--- src/rtl/counter_pkg.sv ---
// Shared constants for the counter_mod block and its prescaler.
package counter_pkg;

    localparam int DEF_WIDTH   = 8;
    localparam int DEF_PRESC_W = 4;

    localparam logic MODE_WRAP = 1'b0;
    localparam logic MODE_SAT  = 1'b1;

    localparam logic DIR_UP   = 1'b0;
    localparam logic DIR_DOWN = 1'b1;

endpackage

--- src/rtl/counter_prescaler.sv ---
// Enable prescaler: emits one step every presc+1 enabled cycles.
module counter_prescaler
    import counter_pkg::*;
#(
    parameter int PRESC_W = DEF_PRESC_W
) (
    input  logic               clk,
    input  logic               rst_n,
    input  logic               clr,
    input  logic               enable,
    input  logic [PRESC_W-1:0] presc,
    output logic               step
);

    logic [PRESC_W-1:0] pcnt;
    logic               hit;

    assign hit  = (pcnt == presc);
    assign step = enable && hit && !clr;

    always_ff @(posedge clk or negedge rst_n) begin
        if (!rst_n) begin
            pcnt <= '0;
        end else if (clr) begin
            pcnt <= '0;
        end else if (enable) begin
            pcnt <= hit ? '0 : pcnt + 1'b1;
        end
    end

endmodule

--- src/rtl/counter_mod.sv ---
// Up/down counter with programmable limit, wrap/saturate mode,
// enable prescaler, terminal-count pulse and sticky flags.
module counter_mod
    import counter_pkg::*;
#(
    parameter int WIDTH   = DEF_WIDTH,
    parameter int PRESC_W = DEF_PRESC_W
) (
    input  logic               clk,
    input  logic               rst_n,
    input  logic               clear,
    input  logic               load,
    input  logic [WIDTH-1:0]   value_in,
    input  logic               enable,
    input  logic               updown,
    input  logic [WIDTH-1:0]   limit,
    input  logic               mode,
    input  logic [PRESC_W-1:0] presc,
    input  logic               clear_flags,
    output logic [WIDTH-1:0]   value_out,
    output logic               tc,
    output logic               ovf,
    output logic               unf
);

    logic             step;
    logic [WIDTH-1:0] nxt_val;
    logic             nxt_tc;
    logic             set_ovf;
    logic             set_unf;
    logic             saturate;

    counter_prescaler #(
        .PRESC_W (PRESC_W)
    ) u_presc (
        .clk    (clk),
        .rst_n  (rst_n),
        .clr    (clear | load),
        .enable (enable),
        .presc  (presc),
        .step   (step)
    );

    assign saturate = (mode == MODE_SAT);

    always_comb begin
        nxt_val = value_out;
        nxt_tc  = 1'b0;
        set_ovf = 1'b0;
        set_unf = 1'b0;
        if (clear) begin
            nxt_val = '0;
        end else if (load) begin
            nxt_val = (value_in > limit) ? limit : value_in;
        end else if (step) begin
            // A limit lowered below the count pulls it back silently
            if (value_out > limit) begin
                nxt_val = limit;
            end else if (updown == DIR_UP) begin
                if (value_out == limit) begin
                    nxt_val = saturate ? limit : '0;
                    nxt_tc  = 1'b1;
                    set_ovf = 1'b1;
                end else begin
                    nxt_val = value_out + 1'b1;
                end
            end else begin
                if (value_out == '0) begin
                    nxt_val = saturate ? '0 : limit;
                    nxt_tc  = 1'b1;
                    set_unf = 1'b1;
                end else begin
                    nxt_val = value_out - 1'b1;
                end
            end
        end
    end

    always_ff @(posedge clk or negedge rst_n) begin
        if (!rst_n) begin
            value_out <= '0;
            tc        <= 1'b0;
            ovf       <= 1'b0;
            unf       <= 1'b0;
        end else begin
            value_out <= nxt_val;
            tc        <= nxt_tc;
            ovf       <= set_ovf | (ovf & ~clear_flags);
            unf       <= set_unf | (unf & ~clear_flags);
        end
    end

endmodule
--- config.mk ---
export PLATFORM = sky130hd
export DESIGN_NAME = counter_mod
export DESIGN_NICKNAME = d
export VERILOG_FILES = /design/src/rtl/counter_pkg.sv /design/src/rtl/counter_prescaler.sv /design/src/rtl/counter_mod.sv
export SDC_FILE = /design/constraint.sdc
export NUM_CORES = 1
export LEC_CHECK = 0
export ABC_AREA = 1
export BUFFER_PORTS_ARGS = -buffer_cell sky130_fd_sc_hd__buf_2
export CAP_MARGIN = 15
export CORE_AREA = 2 2 64 66
export CTS_CLUSTER_DIAMETER = 40
export DETAILED_ROUTE_END_ITERATION = 7
export DIE_AREA = 0 0 66 68
export PLACE_DENSITY = 0.72
export REMOVE_ABC_BUFFERS = 1
export SLEW_MARGIN = 10
export SYNTH_ARGS = -nofsm -noshare
export SYNTH_HDL_FRONTEND = slang
export SYNTH_SLANG_ARGS = --single-unit
--- constraint.sdc ---
create_clock -name clk -period 4.1 [get_ports clk]
set_clock_uncertainty 0.15 [all_clocks]
set_input_delay 0.41 -clock clk [delete_from_list [all_inputs] [get_ports clk]]
set_output_delay 0.41 -clock clk [all_outputs]
set_load 0.05 [all_outputs]
# Yosys cells after proc, flatten, opt, wreduce, memory -nomap -nowiden
# Cells that the tools add are included.
[word_totals]
register_bits = 15
out_inout_bits = 11
[classes]
add_sub_neg = 3
magnitude_cmp = 2
eq_ne = 2
n_mux = 30
bitwise = 6
n_reduce_logical = 6
[op_table]
columns = ["cell", "n"]
rows = [
  ["$mux W8", 10],
  ["$mux W1", 17],
  ["$gt A8 B8 Y1", 2],
  ["$mux W4", 3],
  ["$add A8 B1 Y8 const B", 1],
  ["$eq A8 B8 Y1", 1],
  ["$logic_not A8 Y1", 1],
  ["$sub A8 B1 Y8 const B", 1],
  ["$add A4 B1 Y4 const B", 1],
  ["$eq A4 B4 Y1", 1],
  ["$or A1 B1 Y1", 3],
  ["$reduce_bool A3 Y1", 1],
  ["$and A1 B1 Y1", 2],
  ["$logic_and A1 B1 Y1", 2],
  ["$reduce_bool A2 Y1", 1],
  ["$logic_not A1 Y1", 1],
  ["$not A1 Y1", 1],
]

# Longest topological paths before layout
[depth]
depth_word = 8
mapped_depth = 16
mapped_depth_nobuf = 15

# Hierarchy
# A second synthesis with hierarchy kept.
[hier_totals]
cells_unflattened = 346
hier_area_um2 = 2119.5
[by_module_without_submodules]
columns = ["module", "instances", "cells_per_inst", "area_each_um2", "seq_area_each_um2"]
rows = [
  ["counter_mod", 1, 300, 1819.2, 275.3],
  ["counter_prescaler", 1, 46, 300.3, 100.1],
]

# Worst setup path before layout
# Ideal clock, no wire load.
[synth_path]
path_kind = "reg-to-reg"
startpoint = "reg value_out[0]"
endpoint = "reg value_out[5]"
setup_time_ps = 117
t_arrival_ps = 2012
path_slack_ps = 1821
stages_incl_launch_ff = 13
n_path_buf = 1
period_less_slack_ps = 2279
path_cell_list = "dfrtp_1 -> inv_1 -> ha_1 -> nand2_1 -> nor2_1 -> nand2_1 -> nand2_1 -> buf_2 -> nand2_1 -> nand2_1 -> nand4_1 -> nand3_1 -> nand2_1"
[synth_via]
elab_chain_cells = 7
[synth_lines]
columns = ["element", "line", "source"]
rows = [
  ["start: declaration", "counter_mod.sv:20", "output logic [WIDTH-1:0] value_out,"],
  ["start signal: assignment", "counter_mod.sv:86", "value_out <= nxt_val;"],
  ["$add A8 B1 Y8, or another cell as far along", "counter_mod.sv:65", "nxt_val = value_out + 1'b1;"],
  ["$mux W8 (on tied branches)", "counter_mod.sv:60, counter_mod.sv:68", ""],
  ["$mux W8", "counter_mod.sv:59", "end else if (updown == DIR_UP) begin"],
  ["$mux W8 (*)", "counter_mod.sv:57", "if (value_out > limit) begin"],
  ["$mux W8 (*)", "counter_mod.sv:55", "end else if (step) begin"],
  ["$mux W8 (*)", "counter_mod.sv:53", "end else if (load) begin"],
  ["$mux W8 (*)", "counter_mod.sv:51", "if (clear) begin"],
]
# Mark *: on every way between the ends. The rest lies on a longest branch, timed or not. The select of a mux whose other input is x is not followed.
# A chain may end at the register's enable or synchronous reset.

# Worst setup path after layout
[layout_path]
startpoint = "reg value_out[3]"
endpoint = "reg value_out[7]"
# Same word-level chain as after synthesis.

==> impl_metrics.csv <==
group,metric,value,unit
floorplan,io_pins,39,
cts,clock-sinks,15,
detailed_routing,via_per_inst,5.15,
critical_path,rr_worst_depth,10,
cts,ctsRootBufferMaster,"clkbuf_8",
global_routing,overflow,0,
floorplan,die_h,68,um
power,power_density,296,mW/mm^2
finish,stdcell_count,377,
timing,rsz0062_at_grt,"false",
yosys,synth_ff_type,"dfrtp_1",
timing,slew_headroom,70.6,%
cts,h-tree-depth,1,
power,power.share.switching,46.9,%
power,p_sw,294,uW
yosys,syn_inst,290,
timing,hold_ws,0.215,ns
yosys,synth_top_area_share,20.4,%
cts,tritoncts,"done",
critical_path,critPathLaunchType,"flip-flop",
cts,clk_path_buf_depth,2,
timing,setup_viol,0,
yosys,synth-edff-count,0,
yosys,yosys-top-cells-area,"dfrtp_1 (20%), nand2_1 (18%), ha_1 (14%)",
finish,antenna_cells,0,
power,p_int,332,uW
detailed_routing,wl_per_cell,12.4,um
yosys,async_reset_ff_share,100,%
floorplan,die_area,0.00449,sq mm
power,clockPowerShare,18.5,%
global_routing,grt_max_degree,16,
yosys,yosysSeqAreaShare,20.4,%
timing,finalHoldViolCount,0,
finish,nets,376,
timing,drv_slew,0,
placement,port_buffers,38,
critical_path,timing.rr.start,"value_out[3]$_DFFE_PN0P_",
cts,cts_setup_buffers,0,
global_routing,grt_usage,21.5,%
yosys,yosysMostFrequentCell,"nand2_1",
placement,placed_area,0.00206,sq mm
power,seqPwrFrac,31.0,%
floorplan,core,0.00386,sq mm
placement,dp_hpwl,3.82,mm
cts,cts_buffers,3,
power,combPwrFrac,50.5,%
status,status,"complete, no violations",
yosys,synth_commonest_cells,"nand2_1 (89), nand3_1 (44), inv_1 (34)",
global_routing,antenna_found_initial,0,
yosys,yosys_warnings,0,
detailed_routing,num_vias,1942,
critical_path,crit_required,4.09,ns
critical_path,path_class,"reg -> reg",
global_routing,grt_pass1_wl,7.63,mm
finish,syn2layout_area_growth,15.2,%
detailed_routing,drt_iter0_markers,91,
cts,clk_pin_slew_worst_paths,0.06,ns
detailed_routing,drc,0,
detailed_routing,first_pass_iters,4,
floorplan,die_x,66,um
critical_path,cp-end-kind,"flip-flop",
placement,gp_congestion,0.936,
run,maxCapViolCount,0,
critical_path,crit_path_max_fanout,12,
placement,dp.cells,372,
hold_path,hold_class,"in -> reg",
yosys,syn_area,0.00184,sq mm
yosys,yosysTopAreaCell,"dfrtp_1",
global_routing,first_global_vias,1721,
timing,max_freq,0.409,GHz
floorplan,rows,23,
timing,tightestPinTransition,0.440,ns
finish,fin_area,0.00211,sq mm
cts,cts-resized-gates,0,
critical_path,startpoint,"value_out[3]$_DFFE_PN0P_",
detailed_routing,postRouteAntennaNets,0,
timing,tns,0,ns
detailed_routing,wl,4.68,mm
yosys,syn_avg_cell_area,6.33,sq um
hold_path,hold_depth,2,
yosys,synth_seq_cells,15,
finish,drive_above_1_share,17.1,%
cts,insertion_delay,0.24,ns
hold_path,hp-start,"clear_flags",
timing,fin_crit,2.44,ns
timing,period_share,59.6,%
floorplan,start_util,47.6,%
yosys,yosysUniqueCellTypes,27,
power,leakagePower,0.00119,uW
critical_path,worst_ep_arrival_time,2.43,ns
power,ir_worst_vdd,0.239,mV
## power groups by stage
| stage | combinational [uW] | clock (uW) | sequential (uW) |
|---|---|---|---|
| after CTS | 315 | 119 | 195 |
| after detailed placement | 313 | 0 | 198 |
| after global placement | 311 | 0 | 197 |
| after floorplan | 193 | 0 | 225 |
| after global routing | 359 | 125 | 197 |
| final | 316 | 116 | 194 |
## cell usage in the layout (no fill, tap or decap), drive strengths merged, types with 3 or more instances in the layout
cell type / instances
inv: 36
nor2: 28
o21ai: 15
a21oi: 8
nand3: 44
nand4: 6
buf: 38
xor2: 11
clkbuf: 3
nand2: 93
dfrtp: 15
ha: 20
## critical path, stage by stage, from the launching register on
cell and delay (ns):
dfrtp_1 0.54, ha_1 0.37, nand2_1 0.07, nor2_1 0.20, nand2_1 0.14, nand2_1 0.33
nand2_2 0.17, nand2_1 0.10, nand4_1 0.11, nand3_1 0.10, nand2_1 0.05
## timing repair
action                                  4_1_cts  5_1_grt
hold endpoints to repair                     15        0
hold buffers                                  1        0
endpoints found under the setup margin        0        0
## worst paths after layout
path                       slack, ns                        to
max                             1.66  value_out[7]$_DFFE_PN0P_
max reg2reg                     1.66  value_out[7]$_DFFE_PN0P_
min in group asynchronous       0.47  value_out[3]$_DFFE_PN0P_
min                             0.21             ovf$_DFF_PN0_
max in group asynchronous       3.08  value_out[4]$_DFFE_PN0P_
min reg2reg                     0.37             unf$_DFF_PN0_
## through the flow
stage | power [uW] | utilization (%) | setup slack, ns
floorplan | 418 | - | 1.79
global placement | 508 | 53.4 | 1.66
detailed placement | 510 | 53.4 | 1.68
finish | 627 | 54.8 | 1.66
CTS | 630 | 54.8 | 1.66
global route | 681 | 54.8 | 1.43
## routing by layer
layer	vias up	global-route usage (%)	part of all wire, %
met2	48	37.6	46
met4	0	2.04	0.21
met3	2	2.47	5.1
li1	1012	-	-
met5	-	0	0
met1	880	29.9	49
## sequential cells by signal (all words and copies together) (netlist names)
register,count
u_presc.pcnt,4
unf,1
ovf,1
tc,1
value_out,8
## layout make-up
cell class / instances / area, sq um
inverters: 36 / 138
fillers: 419 / 1740
repair buffers: 39 / 200
clock inverters: 1 / 5.00
flip-flops and latches: 15 / 375
well taps: 50 / 62.6
multi-input cells: 233 / 1290
clock buffers: 3 / 41.3
## cells by family after synthesis
family,count (synthesis),synth area share [%]
XOR/XNOR,13,6.20
AO/OA/AOI/OAI,27,8.11
buffers and inverters,42,9.13
AND/OR/NAND/NOR,173,42.5
adder cells (fa/ha/maj),20,13.6
flip-flops,15,20.4
Power figures use the tool's default switching activity.
